===== src/rtl/video_pkg.sv =====
// video_pkg: shared types and constants for the pattern generator.
// Stream sideband layout, pattern/state enums, bar palette.
package video_pkg;

  localparam int TUSER_BLANK = 3;
  localparam int TUSER_VSYNC = 2;
  localparam int TUSER_HSYNC = 1;
  localparam int TUSER_SOF   = 0;

  typedef enum logic [1:0] {
    PAT_SOLID = 2'd0,
    PAT_BARS  = 2'd1,
    PAT_RAMP  = 2'd2,
    PAT_CHECK = 2'd3
  } pattern_e;

  typedef enum logic {
    IDLE = 1'b0,
    RUN  = 1'b1
  } state_e;

  // Full-scale bar colour for index 0..7, each component BPC bits.
  function automatic logic [95:0] bar_color(
    input logic [2:0] idx,
    input int unsigned bpc
  );
    logic [2:0]  m;
    logic [31:0] fs;
    unique case (idx)
      3'd0: m = 3'b111;
      3'd1: m = 3'b110;
      3'd2: m = 3'b011;
      3'd3: m = 3'b010;
      3'd4: m = 3'b101;
      3'd5: m = 3'b100;
      3'd6: m = 3'b001;
      default: m = 3'b000;
    endcase
    fs = (32'd1 << bpc) - 32'd1;
    bar_color = ({64'd0, (m[2] ? fs : 32'd0)} << (2 * bpc))
              | ({64'd0, (m[1] ? fs : 32'd0)} << bpc)
              | {64'd0, (m[0] ? fs : 32'd0)};
  endfunction

endpackage


===== src/rtl/video_pattern_gen_if.sv =====
// video_pattern_gen_if: pixel stream bundle.
// tuser = {blank, vsync, hsync, sof}.
interface video_pattern_gen_if #(
  parameter int BPC = 8
) ();
  logic               tvalid;
  logic               tready;
  logic [3*BPC-1:0]   tdata;
  logic [3:0]         tuser;

  modport master (
    output tvalid, tdata, tuser,
    input  tready
  );

  modport slave (
    input  tvalid, tdata, tuser,
    output tready
  );
endinterface


===== src/rtl/video_timing_ctr.sv =====
// video_timing_ctr: raster h/v counters and region flags.
// Coordinates/flags describe the beat to load next.
module video_timing_ctr
  import video_pkg::*;
#(
  parameter int H_ACTIVE = 1366,
  parameter int H_FP     = 14,
  parameter int H_SYNC   = 56,
  parameter int H_BP     = 64,
  parameter int V_ACTIVE = 768,
  parameter int V_FP     = 1,
  parameter int V_SYNC   = 3,
  parameter int V_BP     = 28,
  localparam int H_TOTAL = H_ACTIVE + H_FP + H_SYNC + H_BP,
  localparam int V_TOTAL = V_ACTIVE + V_FP + V_SYNC + V_BP,
  localparam int HW      = $clog2(H_TOTAL),
  localparam int VW      = $clog2(V_TOTAL)
) (
  input  logic          i_clk,
  input  logic          i_rst,
  input  logic          i_run,
  input  logic          i_advance,
  output logic [HW-1:0] o_h,
  output logic [VW-1:0] o_v,
  output logic          o_blank,
  output logic          o_hsync,
  output logic          o_vsync,
  output logic          o_sof,
  output logic          o_last
);

  logic [HW-1:0] r_h;
  logic [VW-1:0] r_v;
  logic          w_h_end;
  logic          w_v_end;
  logic [31:0]   w_h32;
  logic [31:0]   w_v32;

  assign w_h_end = (r_h == HW'(H_TOTAL - 1));
  assign w_v_end = (r_v == VW'(V_TOTAL - 1));
  assign o_last  = w_h_end && w_v_end;

  // Next-beat coordinate: current while idle, stepped while running.
  always_comb begin
    o_h = r_h;
    o_v = r_v;
    if (i_run) begin
      if (w_h_end) begin
        o_h = '0;
        o_v = w_v_end ? '0 : r_v + 1'b1;
      end else begin
        o_h = r_h + 1'b1;
      end
    end
  end

  // Counters move only on an accepted beat.
  always_ff @(posedge i_clk) begin
    if (i_rst) begin
      r_h <= '0;
      r_v <= '0;
    end else if (i_advance) begin
      r_h <= o_h;
      r_v <= o_v;
    end
  end

  assign w_h32   = 32'(o_h);
  assign w_v32   = 32'(o_v);
  assign o_blank = (w_h32 >= 32'(H_ACTIVE)) ||
                   (w_v32 >= 32'(V_ACTIVE));
  assign o_hsync = (w_h32 >= 32'(H_ACTIVE + H_FP)) &&
                   (w_h32 <  32'(H_ACTIVE + H_FP + H_SYNC));
  assign o_vsync = (w_v32 >= 32'(V_ACTIVE + V_FP)) &&
                   (w_v32 <  32'(V_ACTIVE + V_FP + V_SYNC));
  assign o_sof   = (w_h32 == 32'd0) && (w_v32 == 32'd0);

endmodule


===== src/rtl/video_pattern_gen.sv =====
// video_pattern_gen: raster timing plus selectable test pattern.
// Stream output with backpressure; pattern latched per frame.
module video_pattern_gen
  import video_pkg::*;
#(
  parameter int BPC        = 8,
  parameter int H_ACTIVE   = 1366,
  parameter int H_FP       = 14,
  parameter int H_SYNC     = 56,
  parameter int H_BP       = 64,
  parameter int V_ACTIVE   = 768,
  parameter int V_FP       = 1,
  parameter int V_SYNC     = 3,
  parameter int V_BP       = 28,
  parameter int RAMP_SHIFT = 0,
  parameter int CHECK_LOG2 = 5
) (
  input  logic                 clk_i,
  input  logic                 rst_i,
  input  logic                 enable_i,
  input  logic [1:0]           pattern_i,
  input  logic [3*BPC-1:0]     color_i,
  video_pattern_gen_if.master  out,
  output logic [15:0]          frame_cnt_o,
  output logic                 busy_o
);

  localparam int H_TOTAL = H_ACTIVE + H_FP + H_SYNC + H_BP;
  localparam int V_TOTAL = V_ACTIVE + V_FP + V_SYNC + V_BP;
  localparam int HW      = $clog2(H_TOTAL);
  localparam int VW      = $clog2(V_TOTAL);
  localparam int BAR_W   = H_ACTIVE / 8;

  state_e           r_state;
  state_e           w_state_nxt;
  logic             w_load;
  logic             w_accept;
  pattern_e         r_pat;
  pattern_e         w_pat;
  logic [3*BPC-1:0] r_color;
  logic [3*BPC-1:0] w_color;
  logic [3*BPC-1:0] w_pix;
  logic [3*BPC-1:0] r_tdata;
  logic [3:0]       r_tuser;
  logic [3:0]       w_tuser;
  logic [2:0]       w_bar_idx;
  logic [95:0]      w_bar;
  logic [BPC-1:0]   w_ramp;
  logic             w_chk;
  logic [HW-1:0]    w_h;
  logic [VW-1:0]    w_v;
  logic             w_blank;
  logic             w_hsync;
  logic             w_vsync;
  logic             w_sof;
  logic             w_last;

  assign w_accept = (r_state == RUN) && out.tready;

  video_timing_ctr #(
    .H_ACTIVE (H_ACTIVE),
    .H_FP     (H_FP),
    .H_SYNC   (H_SYNC),
    .H_BP     (H_BP),
    .V_ACTIVE (V_ACTIVE),
    .V_FP     (V_FP),
    .V_SYNC   (V_SYNC),
    .V_BP     (V_BP)
  ) u_timing (
    .i_clk     (clk_i),
    .i_rst     (rst_i),
    .i_run     (r_state == RUN),
    .i_advance (w_accept),
    .o_h       (w_h),
    .o_v       (w_v),
    .o_blank   (w_blank),
    .o_hsync   (w_hsync),
    .o_vsync   (w_vsync),
    .o_sof     (w_sof),
    .o_last    (w_last)
  );

  // State register.
  always_ff @(posedge clk_i) begin
    if (rst_i) r_state <= IDLE;
    else       r_state <= w_state_nxt;
  end

  // Start on enable; stop only after the last beat of a frame.
  always_comb begin
    w_state_nxt = r_state;
    w_load      = 1'b0;
    unique case (r_state)
      IDLE: begin
        if (enable_i) begin
          w_load      = 1'b1;
          w_state_nxt = RUN;
        end
      end
      RUN: begin
        if (w_accept) begin
          w_load = 1'b1;
          if (w_last && !enable_i) begin
            w_load      = 1'b0;
            w_state_nxt = IDLE;
          end
        end
      end
      default: w_state_nxt = IDLE;
    endcase
  end

  // The sof beat uses the live selection; later beats the latched one.
  assign w_pat   = w_sof ? pattern_e'(pattern_i) : r_pat;
  assign w_color = w_sof ? color_i : r_color;

  // Bar index by threshold compare; last bar takes the remainder.
  always_comb begin
    w_bar_idx = 3'd0;
    for (int k = 1; k < 8; k++) begin
      if (32'(w_h) >= 32'(k * BAR_W)) w_bar_idx = 3'(k);
    end
  end

  assign w_bar  = bar_color(w_bar_idx, BPC);
  assign w_ramp = BPC'(32'(w_h) >> RAMP_SHIFT);
  assign w_chk  = 1'((32'(w_h) ^ 32'(w_v)) >> CHECK_LOG2);

  // Pixel value of the beat being loaded.
  always_comb begin
    w_pix = '0;
    unique case (w_pat)
      PAT_SOLID: w_pix = w_color;
      PAT_BARS:  w_pix = w_bar[3*BPC-1:0];
      PAT_RAMP:  w_pix = {3{w_ramp}};
      PAT_CHECK: w_pix = w_chk ? '0 : w_color;
      default:   w_pix = '0;
    endcase
    if (w_blank) w_pix = '0;
  end

  // Sideband of the beat being loaded.
  always_comb begin
    w_tuser              = '0;
    w_tuser[TUSER_BLANK] = w_blank;
    w_tuser[TUSER_VSYNC] = w_vsync;
    w_tuser[TUSER_HSYNC] = w_hsync;
    w_tuser[TUSER_SOF]   = w_sof;
  end

  // Output register and per-frame selection latch.
  always_ff @(posedge clk_i) begin
    if (rst_i) begin
      r_tdata <= '0;
      r_tuser <= 4'b1000;
      r_pat   <= PAT_SOLID;
      r_color <= '0;
    end else if (w_load) begin
      r_tdata <= w_pix;
      r_tuser <= w_tuser;
      if (w_sof) begin
        r_pat   <= w_pat;
        r_color <= w_color;
      end
    end
  end

  // Completed-frame counter.
  always_ff @(posedge clk_i) begin
    if (rst_i)                 frame_cnt_o <= '0;
    else if (w_accept && w_last) frame_cnt_o <= frame_cnt_o + 16'd1;
  end

  assign out.tvalid = (r_state == RUN);
  assign out.tdata  = r_tdata;
  assign out.tuser  = r_tuser;
  assign busy_o     = (r_state == RUN);

endmodule


===== src/flat_wrapper.sv =====
// flat-port wrapper written by rule: the top's interface ports become plain ports
module video_pattern_gen_flat import video_pkg::*;
#(
  parameter int BPC        = 8,
  parameter int H_ACTIVE   = 1366,
  parameter int H_FP       = 14,
  parameter int H_SYNC     = 56,
  parameter int H_BP       = 64,
  parameter int V_ACTIVE   = 768,
  parameter int V_FP       = 1,
  parameter int V_SYNC     = 3,
  parameter int V_BP       = 28,
  parameter int RAMP_SHIFT = 0,
  parameter int CHECK_LOG2 = 5
)
  (clk_i, rst_i, enable_i, pattern_i, color_i, frame_cnt_o, busy_o, out_tvalid, out_tdata, out_tuser, out_tready);
  video_pattern_gen_if #(.BPC(BPC)) out_i ();
  input  logic clk_i;
  input  logic rst_i;
  input  logic enable_i;
  input  logic [1:0] pattern_i;
  input  logic [3*BPC-1:0] color_i;
  output logic [15:0] frame_cnt_o;
  output logic busy_o;
  output wire logic [$bits(out_i.tvalid)-1:0] out_tvalid;
  output wire logic [$bits(out_i.tdata)-1:0] out_tdata;
  output wire logic [$bits(out_i.tuser)-1:0] out_tuser;
  input wire logic [$bits(out_i.tready)-1:0] out_tready;
  assign out_tvalid = out_i.tvalid;
  assign out_tdata = out_i.tdata;
  assign out_tuser = out_i.tuser;
  assign out_i.tready = out_tready;
  video_pattern_gen #(.BPC(BPC), .H_ACTIVE(H_ACTIVE), .H_FP(H_FP), .H_SYNC(H_SYNC), .H_BP(H_BP), .V_ACTIVE(V_ACTIVE), .V_FP(V_FP), .V_SYNC(V_SYNC), .V_BP(V_BP), .RAMP_SHIFT(RAMP_SHIFT), .CHECK_LOG2(CHECK_LOG2)) u_core (.clk_i(clk_i), .rst_i(rst_i), .enable_i(enable_i), .pattern_i(pattern_i), .color_i(color_i), .out(out_i), .frame_cnt_o(frame_cnt_o), .busy_o(busy_o));
endmodule

===== config.mk =====
export PLATFORM = sky130hd
export DESIGN_NAME = video_pattern_gen_flat
export DESIGN_NICKNAME = d
export VERILOG_FILES = /design/src/rtl/video_pkg.sv /design/src/rtl/video_pattern_gen_if.sv /design/src/rtl/video_timing_ctr.sv /design/src/rtl/video_pattern_gen.sv /design/src/flat_wrapper.sv
export SDC_FILE = /design/constraint.sdc
export NUM_CORES = 1
export LEC_CHECK = 0
export CAP_MARGIN = 20
export CORE_MARGIN = 8
export CORE_UTILIZATION = 55
export CTS_CLUSTER_SIZE = 14
export DETAILED_ROUTE_END_ITERATION = 7
export GPL_TIMING_DRIVEN = 0
export PLACE_DENSITY_LB_ADDON = 0.15
export SYNTH_ARGS = -nofsm -noshare
export SYNTH_HDL_FRONTEND = slang
export SYNTH_SLANG_ARGS = --single-unit

===== constraint.sdc =====
create_clock -name clk_i -period 3.7 [get_ports clk_i]
set_input_delay 0.555 -clock clk_i [delete_from_list [all_inputs] [get_ports clk_i]]
set_output_delay 0.555 -clock clk_i [all_outputs]
set_load 0.005 [all_outputs]

# ---- Yosys cells after proc, flatten, opt, wreduce, memory -nomap -nowiden
# Index checks and enable logic that the tools add are counted.
dict set report op_classes {
  eq_ne 11
  magnitude_cmp 13
  reduce_logical 14
  n_bitwise 4
  addsub 3
  n_mux 27
}
# cell count
set ops {}
lappend ops {{24-bit one-hot mux with 4 select lines} 1}
lappend ops {{24-bit 2-to-1 mux} 3}
lappend ops {{32-bit logical NOT} 2}
lappend ops {{24-bit OR} 2}
lappend ops {{11-bit by 10-bit greater-or-equal comparator with 1-bit output (second input constant)} 3}
lappend ops {{11-bit greater-or-equal comparator (second input constant)} 3}
lappend ops {{10-bit 2-to-1 mux} 3}
lappend ops {{8-bit 2-to-1 mux} 3}
lappend ops {{11-bit by 9-bit greater-or-equal comparator with 1-bit output (second input constant)} 2}
lappend ops {{11-bit 2-to-1 mux} 2}
lappend ops {{3-bit one-hot mux with 7 select lines} 1}
lappend ops {{10-bit greater-or-equal comparator (second input constant)} 2}
lappend ops {{16-bit by 1-bit adder with 16-bit output (second input constant)} 1}
lappend ops {{3-bit 2-to-1 mux} 4}
lappend ops {{11-bit by 1-bit adder with 11-bit output (second input constant)} 1}
lappend ops {{11-bit == test (second input constant)} 1}
lappend ops {{11-bit by 8-bit greater-or-equal comparator with 1-bit output (second input constant)} 1}
lappend ops {{11-bit < comparator (second input constant)} 1}
lappend ops {{10-bit by 1-bit adder with 10-bit output (second input constant)} 1}
lappend ops {{10-bit == test (second input constant)} 1}
lappend ops {{10-bit < comparator (second input constant)} 1}
lappend ops {{3-bit == test (second input constant)} 3}
lappend ops {{1-bit logical AND} 7}
lappend ops {{3-bit by 2-bit == test with 1-bit output (second input constant)} 2}
lappend ops {{other kinds (13)} 21}
dict set report totals {
  output_inout_bits 46
  elab_cells 80
  register_bits 92
}

# ---- Logic depth before layout (Yosys ltp)
# Gate-level depths: netlist of the first run.
dict set report depth {
  depth_word 18
  depth_mapped 14
}

# ---- Modules after synthesis
# From an unflattened synthesis of the first run, not the netlist that was laid out.
dict set report hier_totals {
  cells_unflattened 675
  area_unflattened_um2 5572.8
}
# mod area_per_inst_um2 instances cells_each
set modules_own_cells {}
lappend modules_own_cells {video_pattern_gen 3702.3 1 435}
lappend modules_own_cells {video_timing_ctr 1870.5 1 240}

# ---- Worst setup path after synthesis of the first run
# No wires, ideal clock.
dict set report synth_path {
  path_type {reg-to-reg}
  startpoint {register u_core.u_timing.r_h[10]}
  endpoint {register u_core.r_tdata[23] (netlist: u_core.out.tdata[23])}
  arrival_ns 3.169
  path_buffers 4
  setup_time_ns 0.117
  t_required_ns 3.583
  path_stages_with_launch 14
  slack_ns 0.414
  path_cell_list {dfxtp_1 -> buf_4 -> or4b_4 -> or4_1 -> buf_2 -> or3_4 -> o21a_1 -> and4_4 -> and2_4 -> buf_6 -> buf_6 -> a211oi_1 -> o21ai_1 -> a22o_1}
}
dict set report synth_between {
  elab_chain_len 18
}
# item line_no
set synth_rtl {}
lappend synth_rtl {{start, declared} video_timing_ctr.sv:32} ;# logic [HW-1:0] r_h;
lappend synth_rtl {{start signal, assigned} video_timing_ctr.sv:63} ;# r_h <= o_h;
lappend synth_rtl {{11-bit by 1-bit adder with 11-bit output / 11-bit == test (equally long branches)} {video_timing_ctr.sv:52, video_timing_ctr.sv:39}}
lappend synth_rtl {{11-bit 2-to-1 mux} video_timing_ctr.sv:48} ;# if (w_h_end) begin
lappend synth_rtl {{11-bit 2-to-1 mux} video_timing_ctr.sv:47} ;# if (i_run) begin
lappend synth_rtl {{11-bit by 8-bit greater-or-equal comparator with 1-bit output} video_pattern_gen.sv:121} ;# if (32'(w_h) >= 32'(k * BAR_W)) w_bar_idx = 3'(k);
lappend synth_rtl {{1-bit 2-to-1 mux} video_pattern_gen.sv:121}
lappend synth_rtl {{2-bit 2-to-1 mux (2 in a row)} video_pattern_gen.sv:121}
lappend synth_rtl {{3-bit 2-to-1 mux (4 in a row)} video_pattern_gen.sv:121}
lappend synth_rtl {{3-bit == test, or another cell as far along} video_pkg.sv:29} ;# unique case (idx)
lappend synth_rtl {{3-bit one-hot mux with 7 select lines} video_pkg.sv:29}
lappend synth_rtl {{8-bit 2-to-1 mux} video_pkg.sv:40} ;# bar_color = ({64'd0, (m[2] ? fs : 32'd0)} << (2 * bpc))
lappend synth_rtl {{24-bit OR} video_pkg.sv:41} ;# | ({64'd0, (m[1] ? fs : 32'd0)} << bpc)
lappend synth_rtl {{24-bit OR} video_pkg.sv:42} ;# | {64'd0, (m[0] ? fs : 32'd0)};
lappend synth_rtl {{24-bit one-hot mux with 4 select lines} video_pattern_gen.sv:132} ;# unique case (w_pat)
lappend synth_rtl {{24-bit 2-to-1 mux} video_pattern_gen.sv:139} ;# if (w_blank) w_pix = '0;
lappend synth_rtl {{end signal, assigned} video_pattern_gen.sv:159} ;# r_tdata <= w_pix;
lappend synth_rtl {{end, declared} video_pattern_gen.sv:43} ;# logic [3*BPC-1:0] r_tdata;
# Parallel ways exist; a longest one is shown, timed or not.
# A chain may end at the register's enable or synchronous reset.

# ---- Final worst setup path of the first run
dict set report layout_path {
  startpoint {register u_core.u_timing.r_h[10]}
  endpoint {register u_core.r_tdata[5] (netlist: u_core.out.tdata[5])}
}
dict set report layout_between {
  elab_chain_len 17
}
# item line_no
set layout_rtl {}
lappend layout_rtl {{11-bit by 1-bit adder with 11-bit output / 11-bit == test (equally long branches)} {video_timing_ctr.sv:52, video_timing_ctr.sv:39}}
lappend layout_rtl {{11-bit 2-to-1 mux} video_timing_ctr.sv:48}
lappend layout_rtl {{11-bit 2-to-1 mux} video_timing_ctr.sv:47}
lappend layout_rtl {{11-bit by 8-bit greater-or-equal comparator with 1-bit output} video_pattern_gen.sv:121}
lappend layout_rtl {{1-bit 2-to-1 mux} video_pattern_gen.sv:121}
lappend layout_rtl {{2-bit 2-to-1 mux (2 in a row)} video_pattern_gen.sv:121}
lappend layout_rtl {{3-bit 2-to-1 mux (4 in a row)} video_pattern_gen.sv:121}
lappend layout_rtl {{3-bit == test, or another cell as far along} video_pkg.sv:29}
lappend layout_rtl {{3-bit one-hot mux with 7 select lines} video_pkg.sv:29}
lappend layout_rtl {{8-bit 2-to-1 mux} video_pkg.sv:42}
lappend layout_rtl {{24-bit OR} video_pkg.sv:42}
lappend layout_rtl {{24-bit one-hot mux with 4 select lines} video_pattern_gen.sv:132}
lappend layout_rtl {{24-bit 2-to-1 mux} video_pattern_gen.sv:139}
# Parallel ways exist; a longest one is shown, timed or not.

==> results.py, run 1 <==
metrics = {
    "run_status": {
        "outcome": "completed",
    },
    "yosys": {
        "synth_top_cell_by_area": "dfxtp_1",
        "syn_inst": 699,
        "yosysSeqAreaShare_pct": 34.2,
        "synth_fp_nets": 732,
        "ys_ff_latch": 92,
        "syn_area_um2": 5380,
        "synthArstFlopShare_pct": 0,
        "synth_edf_count": 0,
        "synth_area_per_cell_um2": 7.70,
        "yosys_warnings": 0,
        "synth_top_area_share_pct": 34.2,
        "synth_top_flop_cell": "dfxtp_1",
        "yosys-top-cells-area": "dfxtp_1, a21oi_1, nand2_1",
        "synth_cell_type_count": 68,
    },
    "routing": {
        "wl_per_cell_um": 19.4,
        "drtAntennaViolNets": 0,
        "drcViolationCount": 0,
        "drt_iter0_markers": 539,
        "num_vias": 5803,
        "vias_per_cell": 6.30,
        "drt_pass1_iterations": 6,
        "wirelength_um": 17800,
    },
    "timing": {
        "hold_violations": 0,
        "setup-tns-final_ns": 0,
        "fin_skew_ns": 0.0136,
        "max-slew-margin-rel_pct": 36.5,
        "worst_slack_ns": 0.0674,
        "tightest_slew_ns": 0.946,
        "fin_crit_sh_pct": 98.2,
        "min_period_ns": 3.63,
        "finalSetupViolations": 0,
        "slew_viol_final": 0,
        "rsz0062_at_grt": "yes",
        "max_freq_mhz": 275,
    },
    "worst_setup_path": {
        "cpMostUsedCell": "buf_4",
        "r2r_setup_slack_ns": 0.07,
        "cp.required_ns": 3.98,
        "crit_path_end_kind": "flip-flop",
        "crit_family": "simple AND/OR/NAND/NOR gates",
        "critical_path.cell_chain": "buf_4 > or4b_4 > or4_1 > buf_4 > or3_4 > o21a_1 > and4_4 > and4b_2 > o211ai_4 > o2111ai_1 > a22o_1",
        "cp_slowest_cell": "or4_1",
        "path_max_fanout": 9,
        "r2r_start": "u_core.u_timing.r_h[10]$_SDFFE_PP0P_",
        "cp.arrival_ns": 3.91,
        "start_kind": "flip-flop",
        "path_buf_inv": 2,
        "worstSetupPathType": "reg2reg",
        "critical-path-max-stage-delay_ns": 0.53,
        "timing.rr.end": "u_core.out.tdata[5]$_SDFFE_PP0P_",
        "ff2ff_path_depth": 11,
    },
    "global_route": {
        "track_usage_pct": 26.4,
        "antenna_found_initial": 0,
        "grt_max_degree": 16,
        "overflow": 0,
        "grt_pass1_vias": 5537,
        "grt_pass1_wl_um": 27700,
    },
    "clocking": {
        "tritoncts": "done",
        "clkSinkCount": 92,
        "insertion_delay_ns": 0.38,
        "numCtsBuffers": 9,
        "clk_pin_slew_worst_paths_ns": 0.09,
        "htree_levels": 3,
        "cts_hold_buf": 0,
        "cts-root-buf": "clkbuf_8",
        "clock_path_buffers": 2,
    },
    "job": {
        "max_cap_viol_count": 0,
    },
    "min_path": {
        "hold-path-cell-count": 2,
        "hold_path_class": "reg2reg",
        "hold_start": "u_core.r_color[9]$_SDFFE_PP0P_",
        "holdPathEnd": "u_core.r_color[9]$_SDFFE_PP0P_",
    },
    "power_and_ir_drop": {
        "fin_total_pwr_uw": 2260,
        "powerDensity_nw_per_um2": 339,
        "leakagePower_uw": 0.00240,
        "ir_worst_vdd_mv": 0.193,
    },
    "floorplanning": {
        "io_pins": 76,
        "dieArea_um2": 13200,
        "die_h_um": 115,
        "die_w_um": 115,
        "start_util_pct": 55.9,
        "core_um2": 9640,
        "fp-row-count": 36,
    },
    "finish": {
        "fin_nets": 818,
        "area_growth_pct": 24.0,
        "layout_commonest_cell": "nand2_1",
        "antenna_cells": 0,
        "drive_gt1_share_pct": 11.2,
        "final_core_util_pct": 69.2,
        "final_cell_mix": "nand2_1, dfxtp_1, a21oi_1",
    },
    "place": {
        "place_hpwl_um": 13200,
        "portBuffers": 74,
        "gp_congestion": 0.913,
        "post-place-ws_ns": -0.662,
    },
}
-- where the power goes --
group          internal (µW)  switching, µW  leakage (µW)  total, µW
Sequential              1050           33.9      0.000749       1080
Clock                    240            378     0.0000738        618
Combinational            262            299       0.00158        561
Total                   1550            710       0.00240       2260
-- timing repair --
action | 4_1_cts | 5_1_grt
setup buffers | 1 | 0
endpoints found under the setup margin | 52 | 40
resized for setup | 10 | 48
pin swaps | 1 | 3
-- worst max-delay path by stage --
stage	from	to	slack, ns	cells after the start
after floorplan	u_core.u_timing.r_h[10]$_SDFFE_PP0P_	u_core.out.tdata[23]$_SDFFE_PP0P_	0.41	13
after global placement	u_core.u_timing.r_h[0]$_SDFFE_PP0P_	u_core.out.tdata[22]$_SDFFE_PP0P_	-0.69	13
after detailed placement	u_core.u_timing.r_h[0]$_SDFFE_PP0P_	u_core.out.tdata[19]$_SDFFE_PP0P_	-0.66	13
after CTS	u_core.u_timing.r_h[10]$_SDFFE_PP0P_	u_core.out.tdata[5]$_SDFFE_PP0P_	0.03	11
after global routing	u_core.u_timing.r_h[10]$_SDFFE_PP0P_	u_core.out.tdata[21]$_SDFFE_PP0P_	-0.04	11
final	u_core.u_timing.r_h[10]$_SDFFE_PP0P_	u_core.out.tdata[5]$_SDFFE_PP0P_	0.07	11
-- cell families (layout without fill, tap and decap cells) --
logic type	after synthesis	in the layout	share of synthesized area, %
XOR/XNOR	26	26	4.23
AO/OA/AOI/OAI	205	205	24.9
flip-flops	92	92	34.2
AND/OR/NAND/NOR	301	301	28.0
adder cells (fa/ha/maj)	3	3	0.697
buffers and inverters	61	150	5.32
multiplexers	11	11	2.63
-- state kept, by name (all words and copies together) (netlist names) --
| name | flops |
|---|---|
| u_core.out.tdata | 24 |
| u_core.u_timing.r_v | 10 |
| u_core.out.tuser | 4 |
| u_core.r_pat | 2 |
| u_core.frame_cnt_o | 16 |
| u_core.u_timing.r_h | 11 |
| u_core.r_color | 24 |
| u_core.busy_o | 1 |
-- Yosys cell counts, types with 5 or more instances --
master,instances
and2_0,14
dfxtp_1,92
or3_1,7
nor3_1,14
nor2_1,58
buf_2,10
nand4_1,13
o21a_1,6
o21ai_0,12
a22o_1,25
or2_2,6
nor2b_1,8
o2111ai_1,5
inv_1,10
clkbuf_1,34
a211oi_1,22
o21ai_1,14
nand3_1,22
xnor2_1,10
mux2_4,6
a31oi_1,5
and3_1,21
buf_6,5
xor2_1,16
nand2_1,101
nor4_1,5
a21oi_1,84
-- worst register-to-register path, stage by stage (launching register included) --
cell and delay [ns]:
dfxtp_1 0.32, buf_4 0.16, or4b_4 0.51, or4_1 0.53
buf_4 0.21, or3_4 0.42, o21a_1 0.18, and4_4 0.21
and4b_2 0.29, o211ai_4 0.32, o2111ai_1 0.19, a22o_1 0.20
-- final cells by class --
class / count / area (µm²)
tap: 133 / 166
fill: 838 / 2970
buffer: 51 / 270
sequential: 92 / 1840
inverter: 10 / 37.5
clock inverter: 5 / 40.0
timing repair buffer: 75 / 748
multi-input combinational: 546 / 3450
clock buffer: 9 / 124
-- per-layer routing --
layer	global-route usage [%]	vias to the layer above	wire, µm
li1	-	2699	-
met2	41.8	322	8180
met3	4.46	50	1500
met1	33.2	2732	7490
met4	15.3	0	667
met5	0	-	0
-- per-stage QoR --
stage | hold slack (ns) | instance area [µm²] | cells
after detailed placement | 0.449 | 6290 | 906
after global routing | 0.481 | 6670 | 921
final | 0.462 | 6670 | 921
after CTS | 0.461 | 6520 | 921
after global placement | 0.442 | 6290 | 906
after floorplan | 0.437 | 5380 | 699
Note: power is estimated with default switching activity, not from simulation.
==> inputs of run 2 (changes only) <==
- PLACE_DENSITY: default -> 0.8
- PLACE_DENSITY_LB_ADDON: 0.15 -> default
==> results.py, run 2 (same netlist as run 1, synthesis figures left out) <==
metrics = {
    "global_route": {
        "grt_pass1_vias": 5526,
        "antenna_found_initial": 0,
        "overflow": 0,
        "track_usage_pct": 26.9,
        "grt_pass1_wl_um": 28000,
        "grt_max_degree": 17,
    },
    "clocking": {
        "tritoncts": "done",
        "clkSinkCount": 92,
        "htree_levels": 3,
        "clk_pin_slew_worst_paths_ns": 0.10,
        "cts-root-buf": "clkbuf_8",
        "insertion_delay_ns": 0.38,
        "clock_path_buffers": 2,
        "cts_hold_buf": 0,
        "numCtsBuffers": 9,
    },
    "routing": {
        "num_vias": 5802,
        "drt_iter0_markers": 518,
        "drtAntennaViolNets": 0,
        "drcViolationCount": 0,
        "wirelength_um": 17900,
        "vias_per_cell": 6.26,
        "wl_per_cell_um": 19.3,
        "drt_pass1_iterations": 8,
    },
    "place": {
        "portBuffers": 74,
        "gp_congestion": 0.910,
        "place_hpwl_um": 13200,
    },
    "power_and_ir_drop": {
        "power_frac_seq_pct": 44.9,
        "p_switching_uw": 721,
        "ir_worst_vdd_mv": 0.261,
        "pwr-share-clk_pct": 31.7,
        "leakagePower_uw": 0.00247,
        "powerDensity_nw_per_um2": 358,
        "switching_share_pct": 29.8,
        "combPwrFrac_pct": 23.4,
        "fin_total_pwr_uw": 2420,
        "internal_power_uw": 1700,
    },
    "worst_setup_path": {
        "crit_path_end_kind": "flip-flop",
        "path_max_fanout": 10,
        "worstSetupPathType": "reg2reg",
        "cp.arrival_ns": 3.88,
        "start_kind": "flip-flop",
        "cp.required_ns": 4.01,
    },
    "timing": {
        "finalSetupViolations": 0,
        "tightest_slew_ns": 0.774,
        "fin_skew_ns": 0.0147,
        "max-slew-margin-rel_pct": 48.4,
        "min_period_ns": 3.57,
        "hold_violations": 0,
        "max_freq_mhz": 280,
        "fin_crit_sh_pct": 96.6,
        "slew_viol_final": 0,
    },
    "run_status": {
        "outcome": "completed",
    },
    "finish": {
        "final_core_util_pct": 70.2,
        "layout_commonest_cell": "nand2_1",
        "fin_nets": 823,
        "area_growth_pct": 25.6,
        "drive_gt1_share_pct": 11.5,
        "final_cell_mix": "nand2_1, dfxtp_1, a21oi_1",
        "antenna_cells": 0,
        "fill_cells": 807,
    },
    "floorplanning": {
        "die_h_um": 115,
        "dieArea_um2": 13200,
        "io_pins": 76,
        "core_um2": 9640,
        "start_util_pct": 55.9,
        "fp-row-count": 36,
        "die_w_um": 115,
    },
    "job": {
        "max_cap_viol_count": 0,
    },
    "min_path": {
        "hold_path_class": "reg2reg",
    },
}
[run 2: cell count changes in the layout (fill, tap and decap cells not counted), moves of 2 or more]
cell        previous run  this run
buf_1                  2         0
buf_4                  5        10
buf_6                  5         7
bufinv_16              0         2
clkbuf_1              23        26
clkinvlp_4             3         1
inv_6                  1         3
[run 2: repair_timing]
action                                  CTS  global route
gates resized for setup                  12            44
endpoints found under the setup margin   52            44
setup buffers                             2             2
pin swaps                                 1             4
[run 2: worst paths after layout]
kind | from | end | slack, ns | depth (start not counted)
setup / recovery | u_core.u_timing.r_h[5]$_SDFFE_PP0P_ | u_core.r_color[10]$_SDFFE_PP0P_ | 0.13 | 12
hold / removal | u_core.r_color[8]$_SDFFE_PP0P_ | u_core.r_color[8]$_SDFFE_PP0P_ | 0.46 | 2
setup reg to reg | u_core.u_timing.r_h[5]$_SDFFE_PP0P_ | u_core.r_color[10]$_SDFFE_PP0P_ | 0.13 | 12
hold reg to reg | u_core.r_color[8]$_SDFFE_PP0P_ | u_core.r_color[8]$_SDFFE_PP0P_ | 0.46 | 2
[run 2: routing by layer]
| layer | global-route usage, % | vias to the layer above | share of wire, % |
|---|---|---|---|
| li1 | - | 2709 | - |
| met1 | 34.7 | 2756 | 42 |
| met2 | 42.3 | 295 | 46 |
| met3 | 6.72 | 42 | 10 |
| met4 | 10.1 | 0 | 2.5 |
| met5 | 0 | - | 0 |
[run 2: critical path, stage by stage (launching register included)]
cell and delay, ns:
dfxtp_1 0.33, clkbuf_1 0.26, nor4b_1 0.64, nand3_1 0.24, a221oi_4 0.52, o2111a_1 0.42
and2_4 0.20, buf_6 0.12, and2_1 0.12, buf_2 0.21, buf_4 0.21, nand2_1 0.07
a21oi_1 0.15
[run 2: area by class of cell]
cell class | instances | area (µm²) | area share, %
inverters | 10 | 37.5 | 0.555
clock buffers | 9 | 124 | 1.83
well taps | 133 | 166 | 2.46
clock inverters | 6 | 93.8 | 1.39
plain buffers | 51 | 282 | 4.16
repair buffers | 80 | 783 | 11.6
multi-input cells | 546 | 3440 | 50.8
flip-flops and latches | 92 | 1840 | 27.2
[run 2: power groups by stage]
stage	clock network (µW)	registers, µW	logic [µW]
5_1_grt	810	1090	605
3_3_place_gp	0	1100	518
4_1_cts	772	1080	536
3_5_place_dp	0	1110	527
6_report	768	1090	567
2_1_floorplan	0	1100	315
[run 2: stage by stage]
step           cells  hold slack [ns]  setup slack [ns]  cell area [µm²]  setup TNS [ns]
2_1_floorplan    699            0.437             0.414             5380               0
3_3_place_gp     906            0.441            -0.761             6290          -29.12
3_5_place_dp     908            0.448            -0.793             6300          -29.44
4_1_cts          925            0.461          -0.00110             6600        -0.00110
5_1_grt          927            0.477           -0.0756             6760           -1.27
6_report         927            0.463             0.126             6760               0
==> inputs of run 3 (changes only) <==
- ABC_CLOCK_PERIOD_IN_PS: default -> 3700
- CORE_MARGIN: 8 -> default
- PLACE_DENSITY: 0.8 -> 0.76
==> results.py, run 3 (same netlist as run 1, synthesis figures left out) <==
metrics = {
    "clocking": {
        "clock_path_buffers": 2,
        "insertion_delay_ns": 0.38,
        "cts-root-buf": "clkbuf_8",
        "numCtsBuffers": 9,
        "cts_hold_buf": 0,
        "tritoncts": "done",
        "htree_levels": 3,
        "clk_pin_slew_worst_paths_ns": 0.10,
        "clkSinkCount": 92,
    },
    "timing": {
        "worst_slack_ns": 0.0786,
        "min_period_ns": 3.62,
        "finalSetupViolations": 0,
        "slew_viol_final": 0,
        "max-slew-margin-rel_pct": 52.1,
        "max_freq_mhz": 276,
        "setup-tns-final_ns": 0,
        "fin_skew_ns": 0.0200,
        "hold_violations": 0,
        "fin_crit_sh_pct": 97.9,
        "tightest_slew_ns": 0.708,
        "holdWs_ns": 0.465,
        "rsz0062_at_grt": "yes",
    },
    "floorplanning": {
        "die_w_um": 101,
        "io_pins": 76,
        "die_h_um": 101,
        "core_um2": 9370,
        "fp-row-count": 35,
        "start_util_pct": 57.4,
        "dieArea_um2": 10200,
    },
    "routing": {
        "vias_per_cell": 6.37,
        "drcViolationCount": 0,
        "drt_pass1_iterations": 5,
        "wl_per_cell_um": 19.2,
        "wirelength_um": 17600,
        "drtAntennaViolNets": 0,
        "drt_iter0_markers": 550,
        "num_vias": 5845,
    },
    "worst_setup_path": {
        "crit_family": "simple AND/OR/NAND/NOR gates",
        "start_kind": "flip-flop",
        "r2r_setup_slack_ns": 0.08,
        "critical-path-max-stage-delay_ns": 0.55,
        "crit_path_end_kind": "flip-flop",
        "path_buf_inv": 2,
        "cp.arrival_ns": 3.89,
        "critical_path.cell_chain": "buf_4 > or4b_4 > or4_1 > buf_6 > or3_4 > o21a_1 > and4_4 > and4b_2 > o211ai_4 > o21ai_1 > a22o_1",
        "r2r_start": "u_core.u_timing.r_h[10]$_SDFFE_PP0P_",
        "ff2ff_path_depth": 11,
        "cp.required_ns": 3.96,
        "path_max_fanout": 9,
        "cp_slowest_cell": "or4_1",
        "timing.rr.end": "u_core.out.tdata[23]$_SDFFE_PP0P_",
        "worstSetupPathType": "reg2reg",
    },
    "finish": {
        "final_cell_mix": "nand2_1, dfxtp_1, a21oi_1",
        "area_growth_pct": 26.4,
        "drive_gt1_share_pct": 11.7,
        "final_cell_count_no_fill": 918,
        "fin_nets": 818,
        "antenna_cells": 0,
        "layout_commonest_cell": "nand2_1",
    },
    "min_path": {
        "hold-path-cell-count": 2,
        "holdPathEnd": "u_core.r_color[21]$_SDFFE_PP0P_",
        "hold_start": "u_core.r_color[21]$_SDFFE_PP0P_",
        "hold_path_class": "reg2reg",
    },
    "power_and_ir_drop": {
        "powerDensity_nw_per_um2": 361,
        "leakagePower_uw": 0.00247,
        "pwr-share-clk_pct": 31.8,
        "combPwrFrac_pct": 23.9,
        "switching_share_pct": 30.6,
        "ir_worst_vdd_mv": 0.178,
        "p_switching_uw": 752,
        "power_frac_seq_pct": 44.3,
        "internal_power_uw": 1710,
    },
    "global_route": {
        "antenna_found_initial": 0,
        "grt_pass1_wl_um": 27600,
        "grt_pass1_vias": 5499,
        "track_usage_pct": 34.8,
        "grtUsageMet2_pct": 54.8,
        "met3_usage_pct": 7.56,
        "use_met1_pct": 47.0,
        "busiest_layer": "met2",
        "grt_max_degree": 17,
        "overflow": 0,
    },
    "place": {
        "gp_congestion": 0.942,
        "portBuffers": 74,
        "place_hpwl_um": 12700,
        "post-place-ws_ns": -0.629,
        "dp.cells": 903,
    },
    "job": {
        "max_cap_viol_count": 0,
    },
    "run_status": {
        "outcome": "completed",
    },
}
run 3: worst max-delay path by stage:
stage	startpoint	endpoint	depth (start not counted)
CTS	u_core.u_timing.r_h[10]$_SDFFE_PP0P_	u_core.out.tdata[21]$_SDFFE_PP0P_	11
finish	u_core.u_timing.r_h[10]$_SDFFE_PP0P_	u_core.out.tdata[23]$_SDFFE_PP0P_	11
floorplan	u_core.u_timing.r_h[10]$_SDFFE_PP0P_	u_core.out.tdata[23]$_SDFFE_PP0P_	13
global route	u_core.u_timing.r_h[10]$_SDFFE_PP0P_	u_core.out.tdata[21]$_SDFFE_PP0P_	11
global placement	u_core.u_timing.r_h[0]$_SDFFE_PP0P_	u_core.out.tdata[21]$_SDFFE_PP0P_	13
detailed placement	u_core.u_timing.r_h[1]$_SDFFE_PP0P_	u_core.out.tdata[15]$_SDFFE_PP0P_	13
run 3: power by group through the flow:
stage | clock network, µW | logic (µW) | registers (µW)
3_5_place_dp | 0 | 534 | 1110
4_1_cts | 771 | 541 | 1090
3_3_place_gp | 0 | 523 | 1100
6_report | 781 | 589 | 1090
5_1_grt | 807 | 626 | 1100
2_1_floorplan | 0 | 315 | 1100
run 3: cell type report:
type                       count  area, µm²
sequential                    92       1840
fill                         795       2560
buffer                        49        277
clock inverter                 6       96.3
timing repair buffer          77        767
clock buffer                   9        124
tap                          129        161
multi-input combinational    546       3500
inverter                      10       37.5
run 3: per-layer routing:
| layer | part of all wire, % | wire length, µm |
|---|---|---|
| met5 | 0 | 0 |
| met3 | 10 | 1840 |
| met1 | 42 | 7390 |
| met2 | 45 | 7900 |
| met4 | 2.7 | 469 |
run 3: per-stage QoR:
step / util (%) / power (µW) / cell area, µm²
after detailed placement: 67.2 / 1640 / 6290
final: 72.6 / 2460 / 6810
after floorplan: - / 1420 / 5380
after global routing: 72.6 / 2530 / 6810
after global placement: 67.1 / 1630 / 6290
after CTS: 70.1 / 2400 / 6570
run 3: timing repair:
| item | in CTS | in global routing |
|---|---|---|
| resized for setup | 11 | 56 |
| pin swaps | 0 | 4 |
| endpoints found under the setup margin | 52 | 44 |
| buffers inserted | 0 | 2 |
| cloned | 0 | 0 |
run 3: worst reg2reg max path: cells and delay by family (launching register included):
family | cells | cell delay, ns
AOI/OAI and AO/OA | 4 | 0.90
buffers and inverters | 2 | 0.32
DFF | 1 | 0.32
and+or+nand+nor | 5 | 1.98
